===== src/rtl/mult_seq_32_if.sv =====
// mult_seq_32_if: request/result bundle for the sequential 32x32 multiplier.
// Signals: START, SIGNED, A, B (requester -> multiplier); P, BUSY, DONE (back).
interface mult_seq_32_if;
    logic        START;
    logic        SIGNED;
    logic [31:0] A;
    logic [31:0] B;
    logic [63:0] P;
    logic        BUSY;
    logic        DONE;

    modport master (
        output START, SIGNED, A, B,
        input  P, BUSY, DONE
    );

    modport slave (
        input  START, SIGNED, A, B,
        output P, BUSY, DONE
    );
endinterface


===== src/rtl/mult_seq_32.sv =====
// mult_seq_32: radix-2 shift-add 32x32->64 multiplier, 33-cycle latency.
// Ports: CLK, RST (sync, active-high), bus (mult_seq_32_if.slave).
// Optional signed support is enabled by defining MULT_SEQ_SIGNED_EN.

module RC_ADD_SUB_32 (
    input  logic [31:0] A,
    input  logic [31:0] B,
    input  logic        SnA,
    output logic [31:0] S,
    output logic        CO
);
    logic [32:0] c;
    logic [31:0] bx;

    // SnA=1 computes A - B as A + ~B + 1
    always_comb begin
        bx   = B ^ {32{SnA}};
        c    = '0;
        S    = '0;
        c[0] = SnA;
        for (int i = 0; i < 32; i++) begin
            S[i]   = A[i] ^ bx[i] ^ c[i];
            c[i+1] = (A[i] & bx[i]) | (c[i] & (A[i] ^ bx[i]));
        end
        CO = c[32];
    end
endmodule

`ifdef MULT_SEQ_SIGNED_EN
module RC_ADD_SUB_64 (
    input  logic [63:0] A,
    input  logic [63:0] B,
    input  logic        SnA,
    output logic [63:0] S,
    output logic        CO
);
    logic [64:0] c;
    logic [63:0] bx;

    always_comb begin
        bx   = B ^ {64{SnA}};
        c    = '0;
        S    = '0;
        c[0] = SnA;
        for (int i = 0; i < 64; i++) begin
            S[i]   = A[i] ^ bx[i] ^ c[i];
            c[i+1] = (A[i] & bx[i]) | (c[i] & (A[i] ^ bx[i]));
        end
        CO = c[64];
    end
endmodule
`endif

module mult_seq_32 (
    input  logic          CLK,
    input  logic          RST,
    mult_seq_32_if.slave  bus
);
    typedef enum logic [1:0] {
        S_IDLE,
        S_CALC,
        S_FIX,
        S_DONE
    } state_t;

    state_t      state;
    state_t      state_nx;
    logic [63:0] acc;
    logic [31:0] mcand;
    logic [31:0] mplier;
    logic [5:0]  cnt;
    logic [63:0] p_q;
    logic [31:0] mag_a;
    logic [31:0] mag_b;
    logic [63:0] fix_prod;
    logic [31:0] add_s;
    logic        add_co;
    logic        accept;

    assign accept = (state == S_IDLE) && bus.START;

    // Upper accumulator half plus multiplicand; carry becomes bit 63
    // after the right shift.
    RC_ADD_SUB_32 u_add (
        .A   (acc[63:32]),
        .B   (mcand),
        .SnA (1'b0),
        .S   (add_s),
        .CO  (add_co)
    );

`ifdef MULT_SEQ_SIGNED_EN
    logic        neg;
    logic        neg_in;
    logic [63:0] neg_s;
    logic        unused_neg_co;

    // -0x80000000 wraps to 0x80000000, which is 2^31 read unsigned
    assign mag_a  = (bus.SIGNED && bus.A[31]) ? (~bus.A + 32'd1) : bus.A;
    assign mag_b  = (bus.SIGNED && bus.B[31]) ? (~bus.B + 32'd1) : bus.B;
    assign neg_in = bus.SIGNED & (bus.A[31] ^ bus.B[31]);

    RC_ADD_SUB_64 u_neg (
        .A   (64'd0),
        .B   (acc),
        .SnA (1'b1),
        .S   (neg_s),
        .CO  (unused_neg_co)
    );

    assign fix_prod = neg ? neg_s : acc;

    always_ff @(posedge CLK) begin
        if (RST) begin
            neg <= 1'b0;
        end else if (accept) begin
            neg <= neg_in;
        end
    end
`else
    logic unused_signed;

    assign unused_signed = bus.SIGNED;
    assign mag_a         = bus.A;
    assign mag_b         = bus.B;
    assign fix_prod      = acc;
`endif

    always_ff @(posedge CLK) begin
        if (RST) begin
            state <= S_IDLE;
        end else begin
            state <= state_nx;
        end
    end

    always_comb begin
        state_nx = state;
        unique case (state)
            S_IDLE: if (bus.START) state_nx = S_CALC;
            S_CALC: if (cnt == 6'd31) state_nx = S_FIX;
            S_FIX:  state_nx = S_DONE;
            S_DONE: state_nx = S_IDLE;
            default: state_nx = S_IDLE;
        endcase
    end

    always_ff @(posedge CLK) begin
        if (RST) begin
            acc    <= '0;
            mcand  <= '0;
            mplier <= '0;
            cnt    <= '0;
            p_q    <= '0;
        end else begin
            if (accept) begin
                acc    <= '0;
                cnt    <= '0;
                mcand  <= mag_a;
                mplier <= mag_b;
            end
            if (state == S_CALC) begin
                if (mplier[0]) begin
                    acc <= {add_co, add_s, acc[31:1]};
                end else begin
                    acc <= {1'b0, acc[63:1]};
                end
                mplier <= {1'b0, mplier[31:1]};
                cnt    <= cnt + 6'd1;
            end
            if (state == S_FIX) begin
                p_q <= fix_prod;
            end
        end
    end

    assign bus.P    = p_q;
    assign bus.BUSY = (state == S_CALC) || (state == S_FIX);
    assign bus.DONE = (state == S_DONE);
endmodule


===== src/flat_wrapper.sv =====
// flat-port wrapper written by rule: the top's interface ports become plain ports
module mult_seq_32_flat 
  (CLK, RST, bus_START, bus_SIGNED, bus_A, bus_B, bus_P, bus_BUSY, bus_DONE);
  mult_seq_32_if bus_i ();
  input  logic CLK;
  input  logic RST;
  input wire logic [$bits(bus_i.START)-1:0] bus_START;
  input wire logic [$bits(bus_i.SIGNED)-1:0] bus_SIGNED;
  input wire logic [$bits(bus_i.A)-1:0] bus_A;
  input wire logic [$bits(bus_i.B)-1:0] bus_B;
  output wire logic [$bits(bus_i.P)-1:0] bus_P;
  output wire logic [$bits(bus_i.BUSY)-1:0] bus_BUSY;
  output wire logic [$bits(bus_i.DONE)-1:0] bus_DONE;
  assign bus_i.START = bus_START;
  assign bus_i.SIGNED = bus_SIGNED;
  assign bus_i.A = bus_A;
  assign bus_i.B = bus_B;
  assign bus_P = bus_i.P;
  assign bus_BUSY = bus_i.BUSY;
  assign bus_DONE = bus_i.DONE;
  mult_seq_32 u_core (.CLK(CLK), .RST(RST), .bus(bus_i));
endmodule

===== config.mk =====
export PLATFORM = sky130hd
export DESIGN_NAME = mult_seq_32_flat
export DESIGN_NICKNAME = d
export VERILOG_FILES = /design/src/rtl/mult_seq_32_if.sv /design/src/rtl/mult_seq_32.sv /design/src/flat_wrapper.sv
export SDC_FILE = /design/constraint.sdc
export NUM_CORES = 1
export LEC_CHECK = 0
export CORE_ASPECT_RATIO = 1.4
export CORE_UTILIZATION = 40
export DETAILED_ROUTE_END_ITERATION = 8
export GPL_TIMING_DRIVEN = 0
export SYNTH_ARGS = -nofsm -noshare
export SYNTH_HDL_FRONTEND = slang
export SYNTH_HIERARCHICAL = 1
export SYNTH_SLANG_ARGS = --single-unit

===== constraint.sdc =====
create_clock -name CLK -period 14.4 [get_ports CLK]
set_clock_uncertainty 0.15 [all_clocks]
set_input_delay 2.88 -clock CLK [delete_from_list [all_inputs] [get_ports CLK]]
set_output_delay 2.88 -clock CLK [all_outputs]
set_load 0.01 [all_outputs]

==> run_results.csv, run 1 <==
group,metric,value,unit
floorplan,die_area,24000,sq um
yosys,synthCells,1055,
floorplan,core,22800,sq um
timing,finalSetupViolCount,0,
finish,stdcell_area,11600,sq um
setup_path,worst_ep_arrival_time,13.71,ns
finish,final_common_cell,"nand2_1",
global_routing,grt_pass1_wl,37100,um
finish,fin_nets,1310,
detailed_routing,firstDrtPassIters,5,
clock_tree,clockBufferDepth,2,
yosys,ys_seq_area_share,42.8,%
global_routing,grt_pass1_vias,7291,
timing,max_freq,0.0737,GHz
clock_tree,htreeDepth,4,
clock_tree,cts_buffers,17,
yosys,synth_area_per_cell,8.87,sq um
setup_path,cp.depth,38,
detailed_routing,totalWireLength,22600,um
floorplan,die_x,131,um
setup_path,crit_fanout,5,
setup_path,ff2ff_path_depth,38,
power,irDropWorstVdd,87.2,uV
setup_path,worstPathRequired,14.54,ns
detailed_routing,antenna_left,0,
timing,rsz0062_at_grt,"false",
setup_path,crit_family,"adder cells",
timing,fin_crit,13.57,ns
finish,drive_gt1_share,9.28,%
timing,hold_violations,0,
finish,fillers,2274,
clock_tree,tritoncts,"done",
setup_path,crit_path_start_kind,"register",
global_routing,gr-total-overflow,0,
finish,area_growth,24.3,%
timing,min_period_over_period,94.2,%
power,total_power,1.75,mW
yosys,yosys_warnings,6,
hold_path,whs_path_depth,2,
clock_tree,clkSlewWorstSetupHoldPaths,0.07,ns
setup_path,cpPeakStageDelay,0.45,ns
setup_path,crit_path_frequent_cell,"fa_1",
detailed_routing,wl_per_cell,14.9,um
setup_path,crit_buf_inv,3,
timing,max_slew_margin,57.7,%
floorplan,fp-row-count,65,
timing,whs,0.305,ns
placement,gp_congestion,0.775,
global_routing,grt_util_all_layers,19.3,%
setup_path,cpMaxStageDelayCell,"dfxtp_1",
finish,diodes,0,
power,power_leakage,4.10,nW
timing,finalMaxSlewViolations,0,
run_status,status,"finished clean",
setup_path,critPathCaptureType,"register",
detailed_routing,vias,7378,
detailed_routing,drcViolationCount,0,
global_routing,grt_max_degree,20,
timing,fin_setup_tns,0,ns
floorplan,start_util,41.1,%
finish,final_cell_mix,"nand2_1, dfxtp_1, a21oi_1, clkdlybuf4s50_1",
yosys,synthDistinctLibCells,37,
clock_tree,hold_buffers,0,
placement,hpwl,16500,um
clock_tree,insertion_delay,0.43,ns
yosys,ys_seq_elements,200,
timing,tightest_slew,0.635,ns
placement,portBuffers,131,
clock_tree,post_cts_buffers,0,
placement,post_dp_cell_area,11000,sq um
clock_tree,clock_sinks,200,
finish,stdcell_count,1519,
detailed_routing,detail_route.iter0.violations,320,
global_routing,antenna_found_initial,0,
setup_path,worstSetupPathType,"reg -> reg",
run,maxCapViolations,0,
floorplan,io_pins,134,
yosys,syn_nets,1160,
detailed_routing,via_per_inst,4.86,
placement,dp_cells,1487,
yosys,syn_area,9360,sq um
clock_tree,post_cts_resized,0,
floorplan,die_h,183,um
clock_tree,cts_root_buf,"clkbuf_16",
hold_path,hold_path_class,"reg -> reg",
power,p_per_area,151,nW/um^2
worst register-to-register path: cells and delay by family, from the launching register on:
kind                     cells  cell delay, ns
buffers and inverters        3            0.22
adder cells (fa/ha/maj)     31           12.09
flip-flops                   1            0.45
multiplexers                 2            0.41
AO/OA/AOI/OAI                1            0.06
AND/OR/NAND/NOR              1            0.06
power breakdown:
part | leakage [nW] | switching [mW] | total, mW | internal, mW
clock | 0.288 | 0.235 | 0.483 | 0.248
sequential | 1.62 | 0.0338 | 0.638 | 0.605
combinational | 2.19 | 0.369 | 0.634 | 0.265
stage by stage:
| step | setup WS (ns) | utilization [%] |
|---|---|---|
| global route | 0.314 | 51.1 |
| finish | 0.829 | 51.1 |
| detailed placement | 0.887 | 48.5 |
| floorplan | 1.63 | - |
| CTS | 0.808 | 51.1 |
| global placement | 0.952 | 48.5 |
synth_stat cells:
cell type | n | area [sq um]
a21o_1 | 31 | 233
a21oi_1 | 132 | 661
a311oi_1 | 2 | 17.5
and2_1 | 1 | 6.26
and3_1 | 2 | 12.5
and4b_1 | 1 | 10.0
buf_1 | 4 | 15.0
buf_12 | 1 | 20.0
buf_2 | 26 | 130
buf_4 | 15 | 113
buf_6 | 3 | 33.8
buf_8 | 2 | 30.0
clkbuf_1 | 30 | 113
conb_1 | 1 | 3.75
dfxtp_1 | 200 | 4000
fa_1 | 31 | 621
ha_1 | 6 | 75.1
inv_1 | 63 | 236
mux2_2 | 32 | 360
mux2i_1 | 67 | 671
nand2_1 | 222 | 833
nand2b_1 | 4 | 25.0
nand3_1 | 1 | 5.00
nand3b_1 | 66 | 495
nand4_1 | 1 | 6.26
nor2_1 | 67 | 251
nor2b_1 | 3 | 18.8
nor3_1 | 2 | 10.0
nor3b_2 | 1 | 12.5
o211ai_1 | 1 | 7.51
o21ai_0 | 1 | 5.00
o21ai_1 | 2 | 10.0
o41ai_1 | 1 | 8.76
or2_0 | 1 | 6.26
xnor2_1 | 27 | 236
xnor2_2 | 2 | 32.5
xor2_1 | 3 | 26.3
final cells by class:
| class | instances | area [sq um] | area share, % |
|---|---|---|---|
| buffer | 81 | 454 | 3.90 |
| inverter | 63 | 236 | 2.03 |
| clock inverter | 14 | 159 | 1.37 |
| sequential | 200 | 4000 | 34.4 |
| timing repair buffer | 131 | 1310 | 11.3 |
| multi-input combinational | 711 | 4660 | 40.1 |
| clock buffer | 18 | 429 | 3.69 |
| tap | 301 | 377 | 3.24 |
final timing paths:
check	endpoint	slack, ns	from
min	u_core/mplier[8]$_SDFFE_PP0P_	0.31	u_core/mplier[9]$_SDFFE_PP0P_
max	u_core/acc[62]$_SDFFE_PP0P_	0.83	u_core/acc[32]$_SDFFE_PP0P_
max reg2reg	u_core/acc[62]$_SDFFE_PP0P_	0.83	u_core/acc[32]$_SDFFE_PP0P_
min reg2reg	u_core/mplier[8]$_SDFFE_PP0P_	0.31	u_core/mplier[9]$_SDFFE_PP0P_
cell families (layout without fill, tap and decap cells):
logic type / Yosys count / after routing / share of synthesized area, %
buf+inv: 144 / 307 / 7.38
xor+xnor: 32 / 32 / 3.16
other cells: 1 / 1 / 0.0401
flops: 200 / 200 / 42.8
mux: 99 / 99 / 11.0
compound gates: 170 / 170 / 10.1
fa+ha+maj: 37 / 37 / 7.44
simple gates: 372 / 372 / 18.1
registers in the layout (all words and copies together) (netlist names):
| name | count |
|---|---|
| u_core/cnt | 6 |
| u_core/state | 2 |
| u_core/mplier | 32 |
| u_core/mcand | 32 |
| u_core/bus.P | 64 |
| u_core/acc | 64 |
layer usage:
layer | up-vias | GRT usage, % | share of wire, %
met2 | 136 | 34.6 | 51
li1 | 3718 | - | -
met4 | 0 | 4.74 | 0.98
met1 | 3505 | 23.9 | 44
met3 | 19 | 3.62 | 4.3
met5 | - | 0 | 0
(Power assumes the default switching activity.)
==> run 2: changes to the inputs <==
SLEW_MARGIN = 25   (was not set)
==> results of run 2 <==
Same layout as run 1: the final DEF is identical, and so are final timing and power.
